`src/rtl/my_interface.sv`:
```
// +----------------------------------------------------------------------------+
// | my_interface                                                               |
// | Shared widths, header magic and FSM state type for packet_ingress.         |
// | Revision: 1.0                                                              |
// +----------------------------------------------------------------------------+
`default_nettype none

package my_interface;

  localparam int phit_size    = 512;
  localparam int dwidth_RFadd = 8;

  localparam logic [15:0] c_ingress_magic = 16'hAC15;

  typedef enum logic [2:0] {
    S_IDLE   = 3'd0,
    S_LOAD   = 3'd1,
    S_HS_REQ = 3'd2,
    S_HS_REL = 3'd3,
    S_STREAM = 3'd4,
    S_DRAIN  = 3'd5
  } ingress_state_e;

endpackage

`default_nettype wire

```
`src/rtl/ingress_skid.sv`:
```
// +----------------------------------------------------------------------------+
// | ingress_skid                                                               |
// | Two-entry valid/ready skid buffer; registered in_ready, full throughput.   |
// | Revision: 1.0                                                              |
// +----------------------------------------------------------------------------+
`default_nettype none

module ingress_skid #(
  parameter int W = 8
) (
  input  logic         clk,
  input  logic         rst,
  input  logic [W-1:0] in_data,
  input  logic         in_valid,
  output logic         in_ready,
  output logic [W-1:0] out_data,
  output logic         out_valid,
  input  logic         out_ready
);

  logic [W-1:0] main_q, main_d;
  logic [W-1:0] skid_q, skid_d;
  logic         main_vld_q, main_vld_d;
  logic         skid_vld_q, skid_vld_d;
  logic         w_push;
  logic         w_pop;

  assign in_ready  = ~skid_vld_q;
  assign out_data  = main_q;
  assign out_valid = main_vld_q;
  assign w_push    = in_valid & ~skid_vld_q;
  assign w_pop     = main_vld_q & out_ready;

  always_comb begin
    main_d     = main_q;
    skid_d     = skid_q;
    main_vld_d = main_vld_q;
    skid_vld_d = skid_vld_q;
    if (skid_vld_q) begin
      // input is blocked while the skid entry is occupied
      if (w_pop) begin
        main_d     = skid_q;
        skid_vld_d = 1'b0;
      end
    end else if (w_push) begin
      if (!main_vld_q || w_pop) begin
        main_d     = in_data;
        main_vld_d = 1'b1;
      end else begin
        skid_d     = in_data;
        skid_vld_d = 1'b1;
      end
    end else if (w_pop) begin
      main_vld_d = 1'b0;
    end
  end

  always_ff @(posedge clk) begin
    if (!rst) begin
      main_q     <= '0;
      skid_q     <= '0;
      main_vld_q <= 1'b0;
      skid_vld_q <= 1'b0;
    end else begin
      main_q     <= main_d;
      skid_q     <= skid_d;
      main_vld_q <= main_vld_d;
      skid_vld_q <= skid_vld_d;
    end
  end

endmodule

`default_nettype wire

```
`src/rtl/packet_ingress.sv`:
```
// +----------------------------------------------------------------------------+
// | packet_ingress                                                             |
// | Header parse, table load, stream handshake and payload forwarding.         |
// | Optional macro ACIS_INGRESS_MAGIC_CHK_EN enables header magic checking.    |
// | Revision: 1.0                                                              |
// +----------------------------------------------------------------------------+
`default_nettype none

module packet_ingress
  import my_interface::*;
#(
  parameter int PHIT_W = phit_size,
  parameter int ADDW   = dwidth_RFadd
) (
  input  logic              clk,
  input  logic              rst,
  input  logic [PHIT_W-1:0] s_tdata,
  input  logic              s_tvalid,
  input  logic              s_tlast,
  output logic              s_tready,
  output logic [PHIT_W-1:0] wr_data,
  output logic              start_loader,
  output logic [ADDW-1:0]   num_entry_config_table,
  output logic [ADDW-1:0]   num_entry_inbound,
  output logic              start_stream_in,
  input  logic              ready_stream_in,
  output logic [PHIT_W-1:0] m_tdata,
  output logic              m_tvalid,
  output logic              m_tlast,
  input  logic              m_tready,
  output logic              busy,
  output logic              err
);

  ingress_state_e    state_q, state_d;
  logic [ADDW:0]     cnt_q, cnt_d;
  logic [ADDW:0]     len_q, len_d;
  logic [ADDW-1:0]   cfg_q, cfg_d;
  logic [ADDW-1:0]   inb_q, inb_d;
  logic [PHIT_W-1:0] wr_data_q, wr_data_d;
  logic              start_loader_q, start_loader_d;
  logic              err_q, err_d;

  logic [ADDW-1:0]   w_hdr_cfg;
  logic [ADDW-1:0]   w_hdr_inb;
  logic [ADDW:0]     w_hdr_len;
  logic [ADDW:0]     w_cnt_inc;
  logic              w_magic_ok;
  logic              w_ready;
  logic              w_skid_in_valid;
  logic              w_skid_in_ready;
  logic [PHIT_W:0]   w_skid_out;

  assign w_hdr_cfg = s_tdata[ADDW-1:0];
  assign w_hdr_inb = s_tdata[2*ADDW-1:ADDW];
  assign w_hdr_len = {1'b0, w_hdr_cfg} + {1'b0, w_hdr_inb};
  assign w_cnt_inc = cnt_q + (ADDW+1)'(1);

`ifdef ACIS_INGRESS_MAGIC_CHK_EN
  assign w_magic_ok = (s_tdata[63:48] == c_ingress_magic);
`else
  assign w_magic_ok = 1'b1;
`endif

  always_comb begin
    w_ready = 1'b0;
    case (state_q)
      S_IDLE, S_LOAD, S_DRAIN: w_ready = 1'b1;
      S_STREAM:                w_ready = w_skid_in_ready;
      default:                 w_ready = 1'b0;
    endcase
  end

  assign s_tready        = rst & w_ready;
  assign start_stream_in = (state_q == S_HS_REQ);
  assign busy            = (state_q != S_IDLE);
  assign w_skid_in_valid = s_tvalid & (state_q == S_STREAM);

  always_comb begin
    state_d        = state_q;
    cnt_d          = cnt_q;
    len_d          = len_q;
    cfg_d          = cfg_q;
    inb_d          = inb_q;
    wr_data_d      = wr_data_q;
    start_loader_d = 1'b0;
    err_d          = err_q;
    case (state_q)
      S_IDLE: begin
        if (s_tvalid) begin
          cfg_d = w_hdr_cfg;
          inb_d = w_hdr_inb;
          len_d = w_hdr_len;
          cnt_d = '0;
          if (s_tlast) begin
            err_d = 1'b1;
          end else if (!w_magic_ok) begin
            err_d   = 1'b1;
            state_d = S_DRAIN;
          end else if (w_hdr_len != '0) begin
            state_d = S_LOAD;
          end else begin
            state_d = S_HS_REQ;
          end
        end
      end
      S_LOAD: begin
        // the load must be one unbroken burst inside the packet
        if (!s_tvalid || s_tlast) begin
          err_d   = 1'b1;
          state_d = S_DRAIN;
        end else begin
          wr_data_d      = s_tdata;
          start_loader_d = (cnt_q == '0);
          cnt_d          = w_cnt_inc;
          if (w_cnt_inc == len_q) begin
            state_d = S_HS_REQ;
          end
        end
      end
      S_HS_REQ: begin
        if (ready_stream_in) begin
          state_d = S_HS_REL;
        end
      end
      S_HS_REL: begin
        state_d = S_STREAM;
      end
      S_STREAM: begin
        if (s_tvalid && w_skid_in_ready && s_tlast) begin
          state_d = S_IDLE;
        end
      end
      S_DRAIN: begin
        if (s_tvalid && s_tlast) begin
          state_d = S_IDLE;
        end
      end
      default: begin
        state_d = S_IDLE;
      end
    endcase
  end

  always_ff @(posedge clk) begin
    if (!rst) begin
      state_q        <= S_IDLE;
      cnt_q          <= '0;
      len_q          <= '0;
      cfg_q          <= '0;
      inb_q          <= '0;
      wr_data_q      <= '0;
      start_loader_q <= 1'b0;
      err_q          <= 1'b0;
    end else begin
      state_q        <= state_d;
      cnt_q          <= cnt_d;
      len_q          <= len_d;
      cfg_q          <= cfg_d;
      inb_q          <= inb_d;
      wr_data_q      <= wr_data_d;
      start_loader_q <= start_loader_d;
      err_q          <= err_d;
    end
  end

  assign wr_data                = wr_data_q;
  assign start_loader           = start_loader_q;
  assign num_entry_config_table = cfg_q;
  assign num_entry_inbound      = inb_q;
  assign err                    = err_q;

  ingress_skid #(
    .W (PHIT_W + 1)
  ) u_skid (
    .clk       (clk),
    .rst       (rst),
    .in_data   ({s_tlast, s_tdata}),
    .in_valid  (w_skid_in_valid),
    .in_ready  (w_skid_in_ready),
    .out_data  (w_skid_out),
    .out_valid (m_tvalid),
    .out_ready (m_tready)
  );

  assign m_tdata = w_skid_out[PHIT_W-1:0];
  assign m_tlast = w_skid_out[PHIT_W];

endmodule

`default_nettype wire

```
`config.mk`:
```
export PLATFORM = sky130hd
export DESIGN_NAME = packet_ingress
export DESIGN_NICKNAME = d
export VERILOG_FILES = /design/src/rtl/my_interface.sv /design/src/rtl/ingress_skid.sv /design/src/rtl/packet_ingress.sv
export SDC_FILE = /design/constraint.sdc
export NUM_CORES = 2
export LEC_CHECK = 0
export ABC_AREA = 1
export BUFFER_PORTS_ARGS = -buffer_cell sky130_fd_sc_hd__buf_4
export CORE_AREA = 2 2 601 603
export DETAILED_ROUTE_END_ITERATION = 10
export DIE_AREA = 0 0 603 605
export PLACE_DENSITY = 0.31
export RECOVER_POWER = 100
export SLEW_MARGIN = 20
export SYNTH_ARGS = -nofsm -noshare
export SYNTH_HDL_FRONTEND = slang
export SYNTH_SLANG_ARGS = --single-unit
```
`constraint.sdc`:
```
create_clock -name clk -period 4.8 [get_ports clk]
set_clock_uncertainty 0.1 [all_clocks]
set_input_delay 0.96 -clock clk [delete_from_list [all_inputs] [get_ports clk]]
set_output_delay 0.96 -clock clk [all_outputs]
set_load 0.01 [all_outputs]
```
==> metrics.csv <==
stage;metric;value;unit
worst_setup_path;critPathLaunchType;flop;
sta;maxSlewViolCount;72;
route;vias;54900;
clocking;clockBufferDepth;4;
pwr;power.share.clock;0.418;
sta;finalWorstSetupSlack;1.21;ns
logic_synthesis;synth-seq-cells;1579;
pwr;p_switching;11500;µW
sta;maxSlewHeadroom;-0.373;
logic_synthesis;syn_area;57800;µm²
worst_setup_path;rr_endpoint;wr_data[375];
final_layout;nets;8872;
route;drc;0;
route;antenna_left;0;
worst_setup_path;worstRegToRegCells;8;
worst_setup_path;critPathMaxFanout;62;
logic_synthesis;syn_avg_cell_area;8.12;µm²
logic_synthesis;yosysWarnings;0;
placement;post-place-ws;1.30;ns
floorplan;fp.dieW;603;µm
pwr;p_comb_frac;0.166;
pwr;ir_drop;0.291;mV
clocking;cts_tree;done;
global_route;overflow;0;
final_layout;multiInputGateArea;21100;µm²
pwr;powerDensity;479;nW/µm²
floorplan;die_area;365000;µm²
clocking;cts_max_level;4;
worst_setup_path;critPathSlowestCell;nor2_1;
pwr;power_frac_seq;0.415;
worst_setup_path;crit_chain;nand2_1, nor2_1, inv_1, nor2_1, buf_12, buf_4, o21ai_0, a21oi_1;
logic_synthesis;synthCells;7120;
worst_setup_path;slowest_delay;1.51;ns
pwr;swShare;0.315;
pwr;p_int;25100;µW
final_layout;syn_to_final_growth;32.1;%
logic_synthesis;synth_seq_area_share;0.547;
worst_setup_path;cp_common_cell;nor2_1;
clocking;clk_pin_slew_worst_paths;0.06;ns
final_layout;fillCellCount;40400;
global_route;grt_pass1_wl;430;mm
placement;port_buffers;1564;
final_layout;drive_gt1_frac;0.105;
sta;rsz0062_at_grt;no;
placement;dpl.cell_count;12900;
global_route;grt_max_degree;203;
sta;setup_viol;0;
sta;min_period;3.59;ns
flow_run;maxCapViolCount;2;
min_path;min_path_type;input pin to flop;
logic_synthesis;yosysUniqueCellTypes;30;
floorplan;coreArea;358000;µm²
route;routed_wl;313;mm
route;firstDrtPassIters;6;
final_layout;regArea;31600;µm²
clocking;cts.sinks;1579;
clocking;cts_resized;0;
clocking;cts_setup_buffers;0;
placement;place_congestion;0.835;
sta;tns;0;ns
clocking;cts_hold_buffers;0;
route;post_drt_wl_per_cell;23.5;µm
logic_synthesis;syn_nets;7649;
worst_setup_path;cp_top_family;simple AND/OR/NAND/NOR gates;
worst_setup_path;cp.required;5.50;ns
global_route;antenna_found_initial;48;
final_layout;finalNonFillerCells;13300;
route;viasPerCell;4.13;
sta;worstMarginPinSlew;2.05;ns
floorplan;start_util;0.161;
floorplan;boundaryPins;1565;
clocking;cts_buffers;202;
floorplan;die_y;605;µm
worst_setup_path;cp-end-kind;flop;
status;failed_checks;max-capacitance violations, max-slew violations;
clocking;cts_root_buf;clkbuf_16;
sta;final_hold_viol_count;0;
worst_setup_path;r2r_slack;1.21;ns
min_path;min_to;wr_data[102];
clocking;clock_latency;0.86;ns
sta;finalCritPeriodShare;0.747;
min_path;holdPathStages;3;
sta;max_freq;279;MHz
worst_setup_path;crit_arrival;4.29;ns
final_layout;fin_util;0.213;
floorplan;num_rows;220;
min_path;worstHoldStart;s_tdata[102];
route;dr.first_iter.drc_count;3329;
pwr;power.leakage;0.0305;µW
global_route;grt_usage;0.163;
worst_setup_path;crit_type;flop to flop;
worst_setup_path;crit_buf_inv;3;
global_route;grt_pass1_vias;52400;
status;status;finished with violations;
placement;dp_hpwl;225;mm
worst_setup_path;reg2reg_from;state_q[0];
-- worst reg2reg max path, delay by kind of cell (launching register included) --
| family | cells | cell delay (ns) |
|---|---|---|
| buf+inv | 3 | 0.94 |
| flops | 1 | 0.42 |
| compound gates | 2 | 0.32 |
| simple gates | 3 | 1.75 |
-- final cells by class --
type,instances,area share
Clock buffer,310,0.0786
Timing Repair Buffer,1653,0.117
Multi-Input combinational cell,4348,0.277
Tap cell,4773,0.0782
Clock inverter,44,0.00662
Sequential cell,1579,0.414
Antenna cell,24,0.000786
Inverter,559,0.0278
-- cells by family after synthesis --
group           Yosys count  share of synthesized area
compound gates         3153                      0.285
flops                  1579                      0.547
buf+inv                1193                     0.0873
simple gates           1177                     0.0777
fa+ha+maj                11                    0.00251
xor+xnor                  7                    0.00106
-- power by group through the flow --
| stage | clock (µW) | sequential (µW) | combinational [µW] |
|---|---|---|---|
| after floorplan | 0 | 15900 | 2460 |
| after global placement | 0 | 15500 | 7270 |
| after detailed placement | 0 | 15500 | 7270 |
| after CTS | 16000 | 15300 | 7300 |
| after global routing | 16400 | 15400 | 6700 |
| final | 15300 | 15200 | 6080 |
-- worst max-delay path by stage --
stage | start | to | cells after the start
after floorplan | rst | s_tready | 5
after global placement | s_tvalid | wr_data[362] | 9
after detailed placement | s_tvalid | wr_data[365] | 9
after CTS | u_skid.skid_vld_q | s_tready | 4
after global routing | state_q[0] | wr_data[375] | 8
final | state_q[0] | wr_data[375] | 8
-- through the flow --
step / instance area, µm² / power [µW] / hold WS, ns
floorplan: 57800 / 18300 / 0.345
global placement: 73800 / 22800 / 0.353
detailed placement: 73800 / 22800 / 0.357
CTS: 80300 / 38500 / 0.123
global route: 76300 / 38500 / 0.171
finish: 76400 / 36600 / 0.246
-- metal layers --
metal / share of wire / vias up / global-route usage
met5: 0.00042 / - / 0
met4: 0.029 / 20 / 0.0424
met3: 0.077 / 394 / 0.0498
met2: 0.49 / 1541 / 0.284
met1: 0.41 / 26200 / 0.193
li1: - / 26700 / -
-- state kept, by name, indices dropped and copies added, names as in the netlist --
name / flops
cnt_q: 9
err: 1
len_q: 9
num_entry_config_table: 8
num_entry_inbound: 8
start_loader: 1
state_q: 3
u_skid.out_data: 513
u_skid.out_valid: 1
u_skid.skid_q: 513
u_skid.skid_vld_q: 1
wr_data: 512
-- Yosys cell counts, drive strengths merged --
| cell type | number | area share |
|---|---|---|
| nor3 | 3 | 0.00035 |
| clkinv | 1 | 0.000086 |
| nand2 | 1106 | 0.072 |
| nand3b | 2 | 0.00026 |
| nand4 | 1 | 0.00011 |
| or2 | 1 | 0.00011 |
| o311ai | 1 | 0.00015 |
| o211ai | 3 | 0.00039 |
| inv | 558 | 0.036 |
| clkbuf | 296 | 0.019 |
| xor2 | 3 | 0.00045 |
| a21oi | 1064 | 0.092 |
| o21bai | 3 | 0.00039 |
| xnor2 | 4 | 0.00061 |
| a21boi | 1 | 0.00013 |
| nor2 | 36 | 0.0026 |
| a21o | 1 | 0.00013 |
| dfxtp | 1579 | 0.55 |
| o21ai | 1567 | 0.14 |
| buf | 338 | 0.032 |
| ha | 10 | 0.0022 |
| a31oi | 513 | 0.056 |
| nand3 | 28 | 0.0025 |
| fa | 1 | 0.00035 |
-- cell usage in the layout (no fill, tap or decap), types with 2 or more instances in the layout --
cell type,instances
a21oi_1,1064
a31oi_1,513
buf_12,42
buf_4,541
bufinv_16,6
clkbuf_1,1119
clkbuf_16,206
clkbuf_2,7
clkbuf_8,46
clkinv_16,3
clkinv_2,24
clkinv_4,2
clkinvlp_4,3
dfxtp_1,1579
diode_2,24
ha_1,10
inv_1,556
inv_16,3
inv_6,4
nand2_1,1106
nand3_1,28
nand3b_1,2
nor2_1,35
nor3_1,2
o211ai_1,3
o21ai_0,1566
o21bai_1,3
xnor2_1,4
xor2_1,3
(Power assumes the default switching activity.)
